**src/rtl/lfsr_param.sv**
```systemverilog
// Parametrised LFSR with run-time Fibonacci/Galois selection, zero-safe seed
// load, a step counter and a one-cycle wrap pulse on return to the start value.
module lfsr_param #(
  parameter int              WIDTH = 16,
  parameter logic [WIDTH-1:0] TAPS = 16'hB400,
  parameter logic [WIDTH-1:0] SEED = 16'h0001
) (
  input  logic             clk,
  input  logic             reset_n,
  input  logic             enable,
  input  logic             load,
  input  logic [WIDTH-1:0] seed_in,
  input  logic             mode,
  output logic [WIDTH-1:0] lfsr,
  output logic             bit_out,
  output logic [WIDTH-1:0] count,
  output logic             wrap
);

  // Galois mask is the bit-reversed Fibonacci tap set (reciprocal polynomial).
  function automatic logic [WIDTH-1:0] reverse(input logic [WIDTH-1:0] v);
    logic [WIDTH-1:0] r;
    r = '0;
    for (int j = 0; j < WIDTH; j++) r[j] = v[WIDTH-1-j];
    return r;
  endfunction

  localparam logic [WIDTH-1:0] GMASK = reverse(TAPS);

  logic [WIDTH-1:0] start;
  logic [WIDTH-1:0] nxt_fib;
  logic [WIDTH-1:0] nxt_gal;
  logic [WIDTH-1:0] nxt;
  logic [WIDTH-1:0] seed_ld;

  always_comb begin
    nxt_fib = {lfsr[WIDTH-2:0], ^(lfsr & TAPS)};
    nxt_gal = {lfsr[WIDTH-2:0], 1'b0} ^ (lfsr[WIDTH-1] ? GMASK : '0);
    nxt     = mode ? nxt_gal : nxt_fib;
    // An all-zero seed would lock the register; fall back to SEED.
    seed_ld = (seed_in == '0) ? SEED : seed_in;
  end

  always_ff @(posedge clk or negedge reset_n) begin
    if (!reset_n) begin
      lfsr  <= SEED;
      start <= SEED;
      count <= '0;
      wrap  <= 1'b0;
    end else if (load) begin
      lfsr  <= seed_ld;
      start <= seed_ld;
      count <= '0;
      wrap  <= 1'b0;
    end else if (enable) begin
      lfsr <= nxt;
      if (nxt == start) begin
        wrap  <= 1'b1;
        count <= '0;
      end else begin
        wrap  <= 1'b0;
        count <= count + WIDTH'(1);
      end
    end else begin
      wrap <= 1'b0;
    end
  end

  assign bit_out = lfsr[WIDTH-1];

endmodule
```
**config.mk**
```make
export PLATFORM = sky130hd
export DESIGN_NAME = lfsr_param
export DESIGN_NICKNAME = d
export VERILOG_FILES = /design/src/rtl/lfsr_param.sv
export SDC_FILE = /design/constraint.sdc
export NUM_CORES = 1
export LEC_CHECK = 0
export BUFFER_PORTS_ARGS = -buffer_cell sky130_fd_sc_hd__buf_2
export CORE_UTILIZATION = 45
export DETAILED_ROUTE_END_ITERATION = 10
export PLACE_DENSITY = 0.75
export SYNTH_ARGS = -nofsm -noshare
export SYNTH_HDL_FRONTEND = slang
export SYNTH_SLANG_ARGS = --single-unit
```
**constraint.sdc**
```tcl
create_clock -name clk -period 4.8 [get_ports clk]
set_input_delay 0.24 -clock clk [delete_from_list [all_inputs] [get_ports clk]]
set_output_delay 0.24 -clock clk [all_outputs]
set_load 0.05 [all_outputs]
```
# Word level (Yosys, flattened, before mapping)
# Index checks and enable logic that the tools add are counted.
[word_totals] output_inout_bits=34 wordCells=21 ff_bits=49
[op_classes] bitwise=1 n_eq_ne=1 n_reduce_logical=3 n_mux=11 addsub=1
[ops] operator="16-bit two-way mux" count=7
[ops] operator="16-bit by 1-bit adder with 16-bit output (second input constant)" count=1
[ops] operator="16-bit == test" count=1
[ops] operator="16-bit zero test" count=1
[ops] operator="16-bit XOR reduction" count=1
[ops] operator="16-bit by 6-bit XOR with 16-bit output" count=1
[ops] operator="6-bit two-way mux" count=1
[ops] operator="1-bit two-way mux" count=3
[ops] operator="2-bit nonzero test" count=1

# Logic depth before layout (Yosys ltp)
# Gate-level depths: netlist (run 1).
[logic_depth] word_depth=7 ltp_mapped=8

# Worst setup path after synthesis (run 1)
# Ideal clock, no wire load.
[synth_path] path_type="register to register" from="reg count[0]" to="reg count[12]" setup_time_ns=0.078 arrival_ns=2.298 path_slack_ns=2.424 period_less_slack_ns=2.376 path_stages_with_launch=9 cell_sequence="dfrtp_1 -> ha_1 -> and3_1 -> and3_1 -> and3_1 -> clkbuf_1 -> nand3_1 -> or4b_1 -> a21oi_1"
[synth_between] elab_chain_len=4
[synth_rtl] element="from (decl)" line="16" rtl="output logic [WIDTH-1:0] count,"
[synth_rtl] element="from (signal assigned)" line="62" rtl="count <= count + WIDTH'(1);"
[synth_rtl] element="16-bit by 1-bit adder with 16-bit output" line="62"
[synth_rtl] element="16-bit two-way mux" line="57" rtl="if (nxt == start) begin"
[synth_rtl] element="16-bit two-way mux" line="55" rtl="end else if (enable) begin"
[synth_rtl] element="16-bit two-way mux" line="50" rtl="end else if (load) begin"
# No other way between the ends. The select of a mux whose other input is x is not followed.
# A chain may end at the register's enable or synchronous reset.

# Final worst setup path (run 1)
[layout_path] from="reg lfsr[13]" to="reg count[6]"
[layout_between] elab_chain_len=6 word_cells_on_any_way=7 classes_between="eq/ne (1); mux (4); bitwise (1); reduce/logical (1)"
[layout_rtl] element="from (decl)" line="14" rtl="output logic [WIDTH-1:0] lfsr,"
[layout_rtl] element="from (signal assigned)" line="51" rtl="lfsr <= seed_ld;"
[layout_rtl] element="from (signal assigned)" line="56" rtl="lfsr <= nxt;"
[layout_rtl] element="16-bit XOR reduction or 16-bit by 6-bit XOR with 16-bit output (tied branches)" line="37, 38"
[layout_rtl] element="16-bit two-way mux (*)" line="39" rtl="nxt = mode ? nxt_gal : nxt_fib;"
[layout_rtl] element="16-bit == test (*)" line="57"
[layout_rtl] element="16-bit two-way mux (*)" line="57"
[layout_rtl] element="16-bit two-way mux (*)" line="55"
[layout_rtl] element="16-bit two-way mux (*)" line="50"
# Every way passes the cells marked *; elsewhere a longest branch is shown, timed or not. The select of a mux whose other input is x is not followed.

==> metrics.md, run 1 <==
| Metric | Value |
|---|---|
| Status | `complete, no violations` |
| Peak VDD IR | `about 0.13 mV` |
| Pint | `just over 0.7 mW` |
| TritonCTS clock tree | `yes` |
| Compound-gate portion of the synthesized area | `~14%` |
| Synthesis-to-layout area growth | `16.80%` |
| Antenna-violating nets left | `0` |
| DRC errors left | `0` |
| Starting density of the core | `46.77%` |
| RSZ-0062 raised after global routing | `false` |
| Critical path cell sequence | `xnor3_1, o21a_1, o221ai_2, nand4_2, nand4b_1, a31oi_1` |
| Max-cap viol count | `0` |
| Diode count | `0` |
| Global-route wire length before repair | `between 9000 and 10000 µm` |
| Largest net degree at the start of global routing | `69` |
| CP Capture Point | `count[6]` |
| Via count | `~2200` |
| Sequential power share | `a little under half` |
| Vias in the first global route | `between 2000 and 2500` |
| Starting DRT DRC Count | `roughly 160` |
| Clock tree buffer depth | `2` |
| Worst R2R Path Depth | `6` |
| R2R Path Start | `lfsr[13]` |
| Worst slew pin tran | `1.048 ns` |
| Warnings, synthesis | `0` |
| Post-Route WL | `5786 µm` |
| Simple-Gate Fraction of Synth Area | `between 10% and 20%` |
| Cell area after synthesis | `~2600 µm²` |
| Setup_tns | `0 ns` |
| Leading register cell type out of synthesis | `dfrtp_1` |
| CP Capture Type | `flop` |
| Final setup fails | `0` |
| CTS Sinks | `49` |
| Slowest cell on crit path | `nand4_2` |
| Routed vias/inst | `between 5 and 6` |
| Post-CTS Resized | `0` |
| Mean Syn Cell Area | `9.156 µm²` |
| Critical path launch point type | `flop` |
| Largest area contributor in the netlist | `dfrtp_1` |
| Total power | `between 1 and 1.5 mW` |
| Port Buf Inserts | `54` |
| Final hold vios | `0` |
| Average wire per standard cell | `~14 µm` |
| Register-to-register setup slack | `2.38 ns` |
| Sequential share of the synthesized area | `between 40 and 50%` |
| Area contributors post-synth | `dfrtp_1 45%, o21ai_0 7.1%, xnor2_1 5.4%` |
| Worst-Skew Late Latency | `approximately 0.30 ns` |
| Hold WS | `roughly 0.022 ns` |
| Syn nets | `305` |
| Leak | `between 1 and 1.5 nW` |
| Root Driver | `clkbuf_8` |
| Post-route cell area | `3027 µm²` |
| Placed cell area | `2893 µm²` |
| Post CTS Setup Buffer Count | `0` |
| Hold WC Path Type | `in -> async` |
| Min Tclk post-route | `around 2.4 ns` |
| Xor-xnor portion of the synthesized cell area | `7.291%` |
| Post-synth EDFFs | `0` |
| Synth Area in Adders | `less than 1%` |
| H-tree levels | `2` |
| Power Density | `between 300 and 400 nW/µm²` |
| Achievable Freq | `between 0.4 and 0.5 GHz` |
| CTS clk-pin slew, worst paths | `about 0.090 ns` |
| CP Max Fanout | `25` |
| Post-CTS Hold Buffers | `0` |
| Die X | `77.89 µm` |
| Switching power | `0.3103 mW` |
| Core ar. | `roughly 5500 µm²` |
| Most frequent cells after synthesis | `47 x dfrtp_1, 37 x o21ai_0, 32 x nand2_1` |
| Initial antenna violation count | `0` |
| Final HPWL DP | `between 3000 and 4000 µm` |
| Most common cell in the netlist | `dfrtp_1` |
| Crit path from | `lfsr[13]` |
| DIE AREA | `approximately 6100 µm²` |
| Largest family of logic cells by synthesized area | `simple AND/OR/NAND/NOR gates` |
| # nets final | `between 300 and 400` |
| Total grt overflow | `0` |
| Required @ worst endpoint | `a little under 5 ns` |
| Fraction of registers with async set or reset after synthesis | `100.0%` |
| Distinct cell type count of the synthesized netlist | `42` |
| Slowest Stage Delay on Critical Path | `about 0.52 ns` |
| Slew HR | `between 30% and 40%` |
| Crit share post-route | `50.34%` |
| Mapped Cells | `about 280` |
| Total GRT Usage | `between 20% and 30%` |
| Seq cells post-synth | `49` |
| Fin. max-slew vios | `0` |
| Power share of the clock group | `between 30% and 40%` |
| Clock buffer count from CTS | `5` |
| Drt first pass iters | `4` |
| Site Rows | `27` |
| Worst Skew | `0.004761 ns` |
| Power share of the combinational group | `between 10% and 20%` |
| Switching Fraction | `a little under a third` |
| Top cell type's share of synthesized area | `45.39%` |
| I/O pin count | `55` |
| Reg-to-Reg End | `count[6]` |
| Post-synthesis mux area share | `around 5.5%` |
| Crit Path Class | `reg -> reg` |
| Placer Congestion | `approximately 0.76` |
| Share of cells above drive strength 1 | `about a fifth` |
| CP arrival | `roughly 2.6 ns` |
| Die Y | `just under 80 µm` |
==> state kept, by name, summed over array words and instances, names as in the netlist <==
register / flops
wrap: 1
start: 16
lfsr: 16
count: 16
==> cell usage in the layout, fill, tap and decap left out, types with 6 or more instances in the layout <==
cell type and instances:
inv_1 19, xnor2_1 16, buf_2 54, nand3_1 11, dfrtp_1 47, a21oi_1 14
nand2_1 32, nor2b_1 7, nor2_1 13, mux2i_1 13, o21ai_0 37, a31oi_1 6
nand4_1 7
==> layer usage <==
layer  wire length [µm]  GRT usage [%]  vias to the layer above
li1                   -              -                     1079
met1               2646          28.51                     1058
met2               2845          33.54                       45
met3                223          3.412                        6
met4                 71          5.849                        0
met5                  0              0                        -
==> kinds of logic after synthesis <==
logic type	count (synthesis)
flops	49
buf+inv	35
mux	14
fa+ha+maj	1
compound gates	66
xor+xnor	20
simple gates	98
==> area by class of cell <==
type / count / area [µm²]
fillers: 517 / 2514
flip-flops and latches: 49 / 1229
multi-input cells: 199 / 1225
repair buffers: 55 / 277.8
well taps: 72 / 90.09
inverters: 19 / 71.32
clock buffers: 5 / 68.82
clock inverters: 3 / 65.06
==> per-stage QoR <==
step	instances	utilization [%]	setup slack, ns
after CTS	402	54.63	2.368
after global routing	402	54.63	2.185
final	402	54.63	2.384
after global placement	394	52.21	2.490
after floorplan	283	-	2.424
after detailed placement	394	52.21	2.382
==> power by group through the flow <==
stage | Sequential [mW] | Combinational, mW | Clock (mW)
after floorplan | 0.532 | 0.0955 | 0
final | 0.473 | 0.205 | 0.349
after CTS | 0.473 | 0.206 | 0.353
after global routing | 0.478 | 0.224 | 0.372
after global placement | 0.480 | 0.203 | 0
after detailed placement | 0.481 | 0.205 | 0
==> worst min-delay path by stage <==
stage	endpoint	slack [ns]	cells past startpoint	start
finish	count[9]	0.02	2	reset_n
CTS	count[0]	0.05	2	reset_n
global placement	count[9]	0.38	2	reset_n
detailed placement	count[10]	0.38	2	reset_n
floorplan	count[0]	-0.06	0	reset_n
global route	count[3]	0.09	2	reset_n
==> worst max-delay path, delay by kind of cell, from the launching register on <==
family | cells | cell delay (ns)
AND/OR/NAND/NOR | 2 | 0.85
AO/OA/AOI/OAI | 3 | 0.49
XOR/XNOR | 1 | 0.48
flip-flops | 1 | 0.43
Note: power is estimated with default switching activity, not from simulation.
==> run 2: changes to the inputs <==
==> constraint.sdc (replaced) <==
create_clock -name clk -period 2.34 [get_ports clk]
set_input_delay 0.117 -clock clk [delete_from_list [all_inputs] [get_ports clk]]
set_output_delay 0.117 -clock clk [all_outputs]
set_load 0.05 [all_outputs]
==> run 2 against run 1 <==
  * Clock-buffer cell count is the same
  * Sequential power up 110%
  * Global-route usage rose by 0.47 points
  * Sequential cell count unchanged
  * Clock skew up 0.0039 ns
  * Routed wire length increased by 2.1%
  * Via count is 2.1% higher
  * Non-clock buffer count up 6
  * Maximum frequency grew 11%
  * Critical path depth up 1
  * Worst hold slack gained 0.024 ns
  * Largest power group unchanged
==> metrics.md, run 2 (synthesized netlist as in run 1, its figures left out) <==
| Metric | Value |
|---|---|
| Setup_tns | `0 ns (unchanged)` |
| Slew HR | `56.25% (+26 points)` |
| Die X | `77.89 µm (unchanged)` |
| Crit Path Class | `reg -> reg` |
| Hold WC Path Type | `in -> reg` |
| Clock tree buffer depth | `2 (unchanged)` |
| Share of cells above drive strength 1 | `22.92% (+1.7 points)` |
| RSZ-0062 raised after global routing | `false` |
| Synthesis-to-layout area growth | `18.06%` |
| Crit share post-route | `93.20% (+43 points)` |
| Global-route wire length before repair | `10100 µm (+2.8%)` |
| Port Buf Inserts | `54 (unchanged)` |
| Required @ worst endpoint | `2.52 ns (-2.42 ns)` |
| Core ar. | `5540 µm² (unchanged)` |
| Register-to-register setup slack | `0.16 ns (-2.22 ns)` |
| CP Max Fanout | `15 (-40%)` |
| Power Density | `633.0 nW/µm² (+87%)` |
| Worst slew pin tran | `0.6563 ns (-0.3916 ns)` |
| Placer Congestion | `0.7736 (+1.8%)` |
| R2R Path Start | `lfsr[13]` |
| Peak VDD IR | `0.2854 mV (+120%)` |
| Antenna-violating nets left | `0 (unchanged)` |
| Worst-Skew Late Latency | `0.31 ns (about the same)` |
| Biggest regs | `count x16, lfsr x16, start x16` |
| Initial antenna violation count | `0 (unchanged)` |
| Fin. max-slew vios | `0 (unchanged)` |
| Slowest cell on crit path | `xnor3_1` |
| Total GRT Usage | `21.16% (+0.47 points)` |
| Hold path startpoint | `seed_in[11]` |
| Vias in the first global route | `2126 (+4.3%)` |
| Status | `complete, no violations` |
| Leak | `1.426 nW (+0.47%)` |
| Achievable Freq | `0.4585 GHz (+11%)` |
| Critical path cell sequence | `xnor3_1, o21a_1, o221ai_2, nand4_4, buf_4, a31oi_1, a21oi_1` |
| CTS Sinks | `49 (unchanged)` |
| CP Capture Type | `flop` |
| CP arrival | `2.36 ns (-0.20 ns)` |
| Final core occ | `55.22% (+0.59 points)` |
| Site Rows | `27 (unchanged)` |
| Worst R2R Path Depth | `7 (+1)` |
| Worst Skew | `0.008651 ns (+0.003890 ns)` |
| Average wire per standard cell | `14.48 µm (+0.61%)` |
| Final HPWL DP | `4216 µm (+8.5%)` |
| Starting DRT DRC Count | `116 (-29%)` |
| TritonCTS clock tree | `yes` |
| Buf/Inv on CP | `1 (+1)` |
| Placed Cells | `399 (+1.3%)` |
| Drt first pass iters | `4 (unchanged)` |
| Die Y | `77.89 µm (unchanged)` |
| Diode count | `0 (unchanged)` |
| Post-Route WL | `5908 µm (+2.1%)` |
| Routed vias/inst | `5.478 (+0.65%)` |
| Min Tclk post-route | `2.181 ns (-0.2353 ns)` |
| DRC errors left | `0 (unchanged)` |
| Worst Hold Depth | `3` |
| CTS clk-pin slew, worst paths | `0.10 ns (about the same)` |
| CP delay by family, top | `compound AO/OA/AOI/OAI gates` |
| Largest net degree at the start of global routing | `46 (-33%)` |
| Most common cell after layout, fill and taps aside | `buf_2` |
| Clock buffer count from CTS | `5 (unchanged)` |
| Final Instance Count excl. Fillers | `408 (+1.5%)` |
| # nets final | `357 (+1.7%)` |
| Starting density of the core | `46.77% (unchanged)` |
| Reg-to-Reg End | `count[15]` |
| Max-cap viol count | `0 (unchanged)` |
| Final hold vios | `0 (unchanged)` |
| Most frequent cells in the layout | `54 x buf_2, 45 x dfrtp_1, 37 x o21ai_0` |
| Via count | `2235 (+2.1%)` |
| Slowest Stage Delay on Critical Path | `0.48 ns (-0.04 ns)` |
| Critical path launch point type | `flop` |
| Hold Path End | `lfsr[11]` |
| Final setup fails | `0 (unchanged)` |
| H-tree levels | `2 (unchanged)` |
| DIE AREA | `6066 µm² (unchanged)` |
| Total grt overflow | `0 (unchanged)` |
| I/O pin count | `55 (unchanged)` |
| Root Driver | `clkbuf_8` |
## run 2: cell count changes in the layout (fill, tap and decap cells not counted), sizes merged
cell / change
clkinv: +1
inv: +1
dlygate4sd3: +1
buf: +5
bufinv: -2
## run 2: repair_timing
action | in CTS | in global routing
setup endpoints to repair | 0 | 1
buffers inserted | 0 | 0
hold buffers | 1 | 0
resized for setup | 0 | 1
hold endpoints to repair | 26 | 0
## run 2: cell type report
type	count	area, µm²
tap	72	90.09
multi-input combinational	199	1234
sequential	49	1231
clock buffer	5	68.82
clock inverter	3	26.28
fill	521	2481
timing repair buffer	61	337.8
inverter	19	71.32
## run 2: worst max path at each step
stage	start	end	slack (ns)	cells past startpoint
finish	lfsr[13]	count[15]	0.16	7
detailed placement	lfsr[13]	count[15]	0.11	7
global route	lfsr[13]	count[15]	0.03	7
floorplan	lfsr[13]	count[15]	0.04	7
CTS	lfsr[13]	count[15]	0.10	7
global placement	lfsr[13]	count[15]	0.18	7
## run 2: routing by layer
metal / global-route usage, % / vias up / wire, µm
met2: 33.63 / 51 / 2790
met5: 0 / - / 0
met3: 3.765 / 8 / 269
met4: 8.302 / 0 / 108
li1: - / 1089 / -
met1: 28.59 / 1087 / 2741
## run 2: per-stage QoR
stage                     power [mW]  cell area, µm²  hold slack, ns  setup WS [ns]
after floorplan                1.287            2594         -0.1786        0.03627
after global placement         1.409            2945          0.1847         0.1772
after detailed placement       1.416            2945          0.1798         0.1100
after CTS                      1.943            3050         0.03699         0.1040
after global routing           2.027            3059         0.04681        0.03055
final                          1.936            3059         0.04562         0.1592
## run 2: power breakdown
part           leakage, nW  internal [mW]  total [mW]  switching (mW)
Sequential           0.619          0.907       0.972          0.0650
Clock               0.0487          0.219       0.533           0.315
Combinational        0.758          0.145       0.431           0.286
## run 2: worst register-to-register path: stages (launching register included)
cell	delay [ns]
dfrtp_1	0.43
xnor3_1	0.48
o21a_1	0.22
o221ai_2	0.20
nand4_4	0.21
buf_4	0.26
a31oi_1	0.18
a21oi_1	0.08
